===== config.mk =====
export PLATFORM = sky130hd
export DESIGN_NAME = qerv_rf_ram_arb
export DESIGN_NICKNAME = d
export VERILOG_FILES = /design/src/rtl/qerv_rf_ram_arb_pkg.sv /design/src/rtl/qerv_rf_ram_arb_word_pack.sv /design/src/rtl/qerv_rf_ram_arb.sv
export SDC_FILE = /design/constraint.sdc
export NUM_CORES = 1
export LEC_CHECK = 0
export CORE_UTILIZATION = 40
export DETAILED_ROUTE_END_ITERATION = 12
export GPL_TIMING_DRIVEN = 0
export PLACE_DENSITY = 0.73
export SYNTH_ARGS = -nofsm -noshare
export SYNTH_HDL_FRONTEND = slang
export SYNTH_SLANG_ARGS = --single-unit

===== constraint.sdc =====
create_clock -name clk -period 2.15 [get_ports clk]
set_clock_uncertainty 0.1 [all_clocks]
set_input_delay 0.215 -clock clk [delete_from_list [all_inputs] [get_ports clk]]
set_output_delay 0.215 -clock clk [all_outputs]
set_load 0.02 [all_outputs]

===== src/rtl/qerv_rf_ram_arb_pkg.sv =====
// Shared definitions for the register-file RAM arbiter: side-port FSM states
// and word-count helpers derived from the RAM word width.
package qerv_rf_ram_arb_pkg;

  typedef enum logic [1:0] {
    IDLE   = 2'd0,
    XFER   = 2'd1,
    RDLAST = 2'd2,
    ACK    = 2'd3
  } side_state_e;

  localparam int REG_W = 32;

  // RAM words per 32-bit register (N)
  function automatic int words_per_reg(input int rf_width);
    return REG_W / rf_width;
  endfunction

  // Word-index width, never narrower than one bit
  function automatic int word_idx_w(input int rf_width);
    return (REG_W / rf_width > 1) ? $clog2(REG_W / rf_width) : 1;
  endfunction

endpackage


===== src/rtl/qerv_rf_ram_arb_word_pack.sv =====
// 32-bit pack register: bulk-loaded with a whole register value, or filled one
// RF_WIDTH word at a time at an arbitrary word index.
module qerv_rf_word_pack
  import qerv_rf_ram_arb_pkg::*;
#(
  parameter int RF_WIDTH = 8,
  parameter int IDX_W    = word_idx_w(RF_WIDTH)
) (
  input  logic                clk,
  input  logic                i_rst_n,
  input  logic                i_load,
  input  logic [REG_W-1:0]    i_load_data,
  input  logic                i_ins,
  input  logic [IDX_W-1:0]    i_ins_idx,
  input  logic [RF_WIDTH-1:0] i_ins_data,
  output logic [REG_W-1:0]    o_data
);

  logic [REG_W-1:0] data_q;

  // Load wins over insert so a new transaction always starts from a clean value
  always_ff @(posedge clk) begin
    if (!i_rst_n) begin
      data_q <= '0;
    end else if (i_load) begin
      data_q <= i_load_data;
    end else if (i_ins) begin
      data_q[i_ins_idx*RF_WIDTH +: RF_WIDTH] <= i_ins_data;
    end
  end

  assign o_data = data_q;

endmodule


===== src/rtl/qerv_rf_ram_arb.sv =====
// Register-file RAM arbiter: the core path passes straight through, a 32-bit
// side port is serialised into RAM words during cycles the core leaves free.
module qerv_rf_ram_arb
  import qerv_rf_ram_arb_pkg::*;
#(
  parameter int WITH_CSR = 1,
  parameter int RF_WIDTH = 8,
  parameter int RF_L2D   = $clog2((32 + WITH_CSR*4) * 32 / RF_WIDTH)
) (
  input  logic                  clk,
  input  logic                  i_rst_n,
  input  logic [RF_L2D-1:0]     i_core_waddr,
  input  logic [RF_WIDTH-1:0]   i_core_wdata,
  input  logic                  i_core_wen,
  input  logic [RF_L2D-1:0]     i_core_raddr,
  input  logic                  i_core_ren,
  output logic [RF_WIDTH-1:0]   o_core_rdata,
  output logic [RF_L2D-1:0]     o_ram_waddr,
  output logic [RF_WIDTH-1:0]   o_ram_wdata,
  output logic                  o_ram_wen,
  output logic [RF_L2D-1:0]     o_ram_raddr,
  output logic                  o_ram_ren,
  input  logic [RF_WIDTH-1:0]   i_ram_rdata,
  input  logic                  i_side_req,
  input  logic                  i_side_we,
  input  logic [4+WITH_CSR:0]   i_side_reg,
  input  logic [31:0]           i_side_wdata,
  output logic [31:0]           o_side_rdata,
  output logic                  o_side_ack,
  output logic                  o_side_busy
);

  localparam int N         = words_per_reg(RF_WIDTH);
  localparam int IDX_W     = word_idx_w(RF_WIDTH);
  localparam int REG_IDX_W = 5 + WITH_CSR;

  side_state_e            state;
  logic [IDX_W-1:0]       cnt;
  logic                   we_q;
  logic [REG_IDX_W-1:0]   reg_q;
  logic                   rd_vld_p1;
  logic [IDX_W-1:0]       rd_idx_p1;
  logic                   core_rd_d;
  logic [RF_WIDTH-1:0]    shadow;
  logic [31:0]            wr_data;
  logic                   core_busy;
  logic                   side_issue;
  logic                   accept;
  logic                   last_word;
  logic [RF_L2D-1:0]      side_addr;
  logic [RF_WIDTH-1:0]    side_wword;

  assign core_busy  = i_core_wen | i_core_ren;
  // Reset blocks the side port combinationally so an aborted write stops at once
  assign side_issue = i_rst_n && (state == XFER) && !core_busy;
  assign accept     = (state == IDLE) && i_side_req;
  assign last_word  = (cnt == IDX_W'(N - 1));
  assign side_addr  = RF_L2D'(reg_q) * RF_L2D'(N) + RF_L2D'(cnt);
  assign side_wword = wr_data[cnt*RF_WIDTH +: RF_WIDTH];

  always_comb begin
    if (core_busy) begin
      o_ram_waddr = i_core_waddr;
      o_ram_wdata = i_core_wdata;
      o_ram_wen   = i_core_wen;
      o_ram_raddr = i_core_raddr;
      o_ram_ren   = i_core_ren;
    end else begin
      o_ram_waddr = side_addr;
      o_ram_wdata = side_wword;
      o_ram_wen   = side_issue & we_q;
      o_ram_raddr = side_addr;
      o_ram_ren   = side_issue & ~we_q;
    end
  end

  always_ff @(posedge clk) begin
    if (!i_rst_n) begin
      state       <= IDLE;
      cnt         <= '0;
      o_side_ack  <= 1'b0;
      o_side_busy <= 1'b0;
      rd_vld_p1   <= 1'b0;
      core_rd_d   <= 1'b0;
    end else begin
      o_side_ack <= 1'b0;
      rd_vld_p1  <= side_issue & ~we_q;
      core_rd_d  <= i_core_ren;
      case (state)
        IDLE: begin
          if (i_side_req) begin
            cnt         <= '0;
            o_side_busy <= 1'b1;
            // x0 is hardwired zero: nothing to move through the RAM
            if (i_side_reg == '0) begin
              state      <= ACK;
              o_side_ack <= 1'b1;
            end else begin
              state <= XFER;
            end
          end
        end
        XFER: begin
          if (!core_busy) begin
            cnt <= cnt + 1'b1;
            if (last_word) begin
              if (we_q) begin
                state      <= ACK;
                o_side_ack <= 1'b1;
              end else begin
                state <= RDLAST;
              end
            end
          end
        end
        RDLAST: begin
          state      <= ACK;
          o_side_ack <= 1'b1;
        end
        ACK: begin
          state       <= IDLE;
          o_side_busy <= 1'b0;
        end
        default: state <= IDLE;
      endcase
    end
  end

  // Stage p1: read word index follows the issued RAM read by one cycle
  always_ff @(posedge clk) begin
    if (accept) begin
      we_q  <= i_side_we;
      reg_q <= i_side_reg;
    end
    rd_idx_p1 <= cnt;
  end

  always_ff @(posedge clk) begin
    if (!i_rst_n) begin
      shadow <= '0;
    end else if (core_rd_d) begin
      shadow <= i_ram_rdata;
    end
  end

  assign o_core_rdata = core_rd_d ? i_ram_rdata : shadow;

  qerv_rf_word_pack #(.RF_WIDTH(RF_WIDTH), .IDX_W(IDX_W)) u_wr_pack (
    .clk         (clk),
    .i_rst_n     (i_rst_n),
    .i_load      (accept),
    .i_load_data (i_side_wdata),
    .i_ins       (1'b0),
    .i_ins_idx   ({IDX_W{1'b0}}),
    .i_ins_data  ({RF_WIDTH{1'b0}}),
    .o_data      (wr_data)
  );

  qerv_rf_word_pack #(.RF_WIDTH(RF_WIDTH), .IDX_W(IDX_W)) u_rd_pack (
    .clk         (clk),
    .i_rst_n     (i_rst_n),
    .i_load      (accept),
    .i_load_data (32'h0),
    .i_ins       (rd_vld_p1),
    .i_ins_idx   (rd_idx_p1),
    .i_ins_data  (i_ram_rdata),
    .o_data      (o_side_rdata)
  );

endmodule

==> impl_metrics.json <==
{
  "status": "finished clean",
  "port-buffer-count": 142,
  "ys_types": 49,
  "ios": 144,
  "max_cap_violations": 0,
  "dp_hpwl_um": 8400,
  "clockBufferDepth": 2,
  "critPathBufInv": 2,
  "cts_root_buf": "clkbuf_8",
  "hold_viol_final": 0,
  "yosysSeqAreaShare_pct": 47.9,
  "min_period_ps": 2090,
  "end_kind": "primary output",
  "grt_pass1_wl_um": 17600,
  "path_class": "flip-flop to primary output",
  "cts.reportedPaths.clkPinSlew_ps": 80,
  "p_leak_nw": 2.35,
  "slew_violations": 0,
  "vias": 3672,
  "arrival_ps": 1780,
  "period_share_pct": 97.4,
  "place_congestion": 0.806,
  "synth_ff_type": "dfxtp_1",
  "synth-edff-count": 7,
  "synthCells": 437,
  "htree_levels": 3,
  "area_growth_pct": 47.2,
  "cts_buffers": 9,
  "worstPathRequired_ps": 1840,
  "fp.dieW_um": 100,
  "drt_iter0_markers": 105,
  "async_reset_ff_share_pct": 0,
  "crit_slowest_cell": "mux4_2",
  "synth_fp_nets": 524,
  "crit_fanout": 5,
  "synth_most_common_cell": "nand2_1",
  "tightest_slew_ps": 538,
  "route.detailed.drc": 0,
  "grt_use_total_pct": 22.8,
  "synth_top_cell_area_share_pct": 42.4,
  "fin_util_pct": 61.3,
  "netlist_area_mm2": 0.00387,
  "finish.net_count": 679,
  "antenna_found_initial": 0,
  "synth_area_leaders": "dfxtp_1, nand2_1, edfxtp_1",
  "wl_per_cell_um": 15.5,
  "ant_nets": 0,
  "fillers": 849,
  "dr.pass1.iters": 4,
  "vias_per_cell": 5.06,
  "clk_latency_ps": 350,
  "finalSetupViolations": 0,
  "p_per_area_mw_per_mm2": 768,
  "peakVddDrop_uv": 357,
  "gr-total-overflow": 0,
  "crit_chain": "bufbuf_16, mux4_2, nand2_1, nand2_2, buf_6",
  "cts_sinks": 89,
  "ys_warn_count": 0,
  "holdWs_ps": 131,
  "die_area_mm2": 0.0101,
  "cts_tree": "built",
  "rows": 35,
  "dieHeight_um": 100,
  "first_global_vias": 3575,
  "synth-seq-cells": 89,
  "synthTopCellsByCount": "nand2_1, dfxtp_1, a21oi_1",
  "min_path_type": "primary input to flip-flop",
  "layout-drive-gt1-share_pct": 11.7,
  "rsz0062_at_grt": "no",
  "critical_path.top_delay_family": "multiplexers",
  "synth_top_cell_by_area": "dfxtp_1",
  "core-area_mm2": 0.00928,
  "clock.fmax_ghz": 0.478,
  "slowest_delay_ps": 490,
  "grt_max_degree": 17,
  "totalWireLength_um": 11200,
  "avgSynthCellArea_um2": 8.85,
  "maxSlewHeadroom_pct": 64.2,
  "initial_utilization_pct": 41.7,
  "startpoint_type": "flip-flop",
  "antenna_cells": 0
}
-- cell families after synthesis --
family                   synth area share (%)
flip-flops                               47.9
buffers and inverters                    4.76
AND/OR/NAND/NOR                          22.9
multiplexers                             7.09
AO/OA/AOI/OAI                            13.8
adder cells (fa/ha/maj)                  3.56
-- cells in the final DEF, fill, tap and decap left out, types with 2 or more instances in the layout --
master and n:
dlymetal6s2s_1 9, clkdlybuf4s15_1 3, a32oi_1 23, clkdlybuf4s50_1 108, nand2_1 142, mux4_2 7, nand4_1 2, mux2_2 8
nor3_1 2, a21oi_1 34, nor2_1 26, a31oi_1 2, inv_1 6, o21ai_1 8, buf_2 10, buf_6 2
buf_1 4, and2_1 8, nor2b_1 2, edfxtp_1 7, dlygate4sd2_1 14, clkbuf_8 9, clkbuf_1 3, ha_1 10
a211oi_1 3, nand2b_1 3, dfxtp_1 81, clkinv_2 3, buf_4 10, nand3_1 9, clkbuf_2 5, nand2_2 2
-- timing repair --
action | 4_1_cts | 5_1_grt
hold buffers | 0 | 0
hold endpoints to repair | 0 | 0
gates cloned | 1 | 0
endpoints found under the setup margin | 26 | 22
setup buffers | 1 | 0
resized for setup | 44 | 25
-- state kept, by name (all words and copies together), names as in the netlist --
name,cells
rd_idx_p1,2
u_rd_pack.o_data,32
rd_vld_p1,1
o_side_ack,1
o_side_busy,1
reg_q,6
core_rd_d,1
we_q,1
state,2
cnt,2
u_wr_pack.o_data,32
shadow,8
-- area by class of cell --
type	instances	area, µm²	area share (%)
buffer	27	168	2.95
sequential	89	1860	32.6
multi-input combinational	313	1840	32.4
clock buffer	10	149	2.62
timing repair buffer	144	1430	25.2
clock inverter	5	53.8	0.945
inverter	8	30.0	0.528
tap	129	161	2.84
-- power breakdown --
group / switching (mW) / internal (mW) / leakage, nW
combinational: 0.731 / 0.541 / 1.51
sequential: 0.0884 / 1.84 / 0.734
clock: 0.572 / 0.597 / 0.107
total: 1.39 / 2.98 / 2.35
-- through the flow --
stage | setup TNS, ps | cells | total power [mW] | cell area, µm² | worst slack [ps]
after detailed placement | -5820 | 708 | 3.25 | 5450 | -337
after floorplan | 0 | 437 | 2.74 | 3870 | 389
final | 0 | 725 | 4.37 | 5690 | 56.6
after global placement | -5550 | 708 | 3.21 | 5450 | -325
after global routing | 0 | 725 | 4.60 | 5690 | 0.970
after CTS | 0 | 725 | 4.39 | 5680 | 2.46
-- metal layers --
metal	part of all wire (%)	GRT usage [%]	routed length [µm]	up-vias
met3	8.1	4.87	906	20
met2	48	40.4	5430	168
met4	1.9	8.25	214	0
met1	42	27.2	4690	1668
met5	0	0	0	-
li1	-	-	-	1816
-- worst paths after layout --
check / start / endpoint / slack, ps / depth (start not counted)
min: i_rst_n / cnt[1] / 130 / 2
min reg2reg: cnt[1] / rd_idx_p1[1] / 280 / 0
max: cnt[0] / o_ram_wdata[6] / 60 / 5
max reg2reg: rd_idx_p1[0] / u_rd_pack.o_data[29] / 170 / 7
No activity file was read; power rests on OpenSTA's default activity.
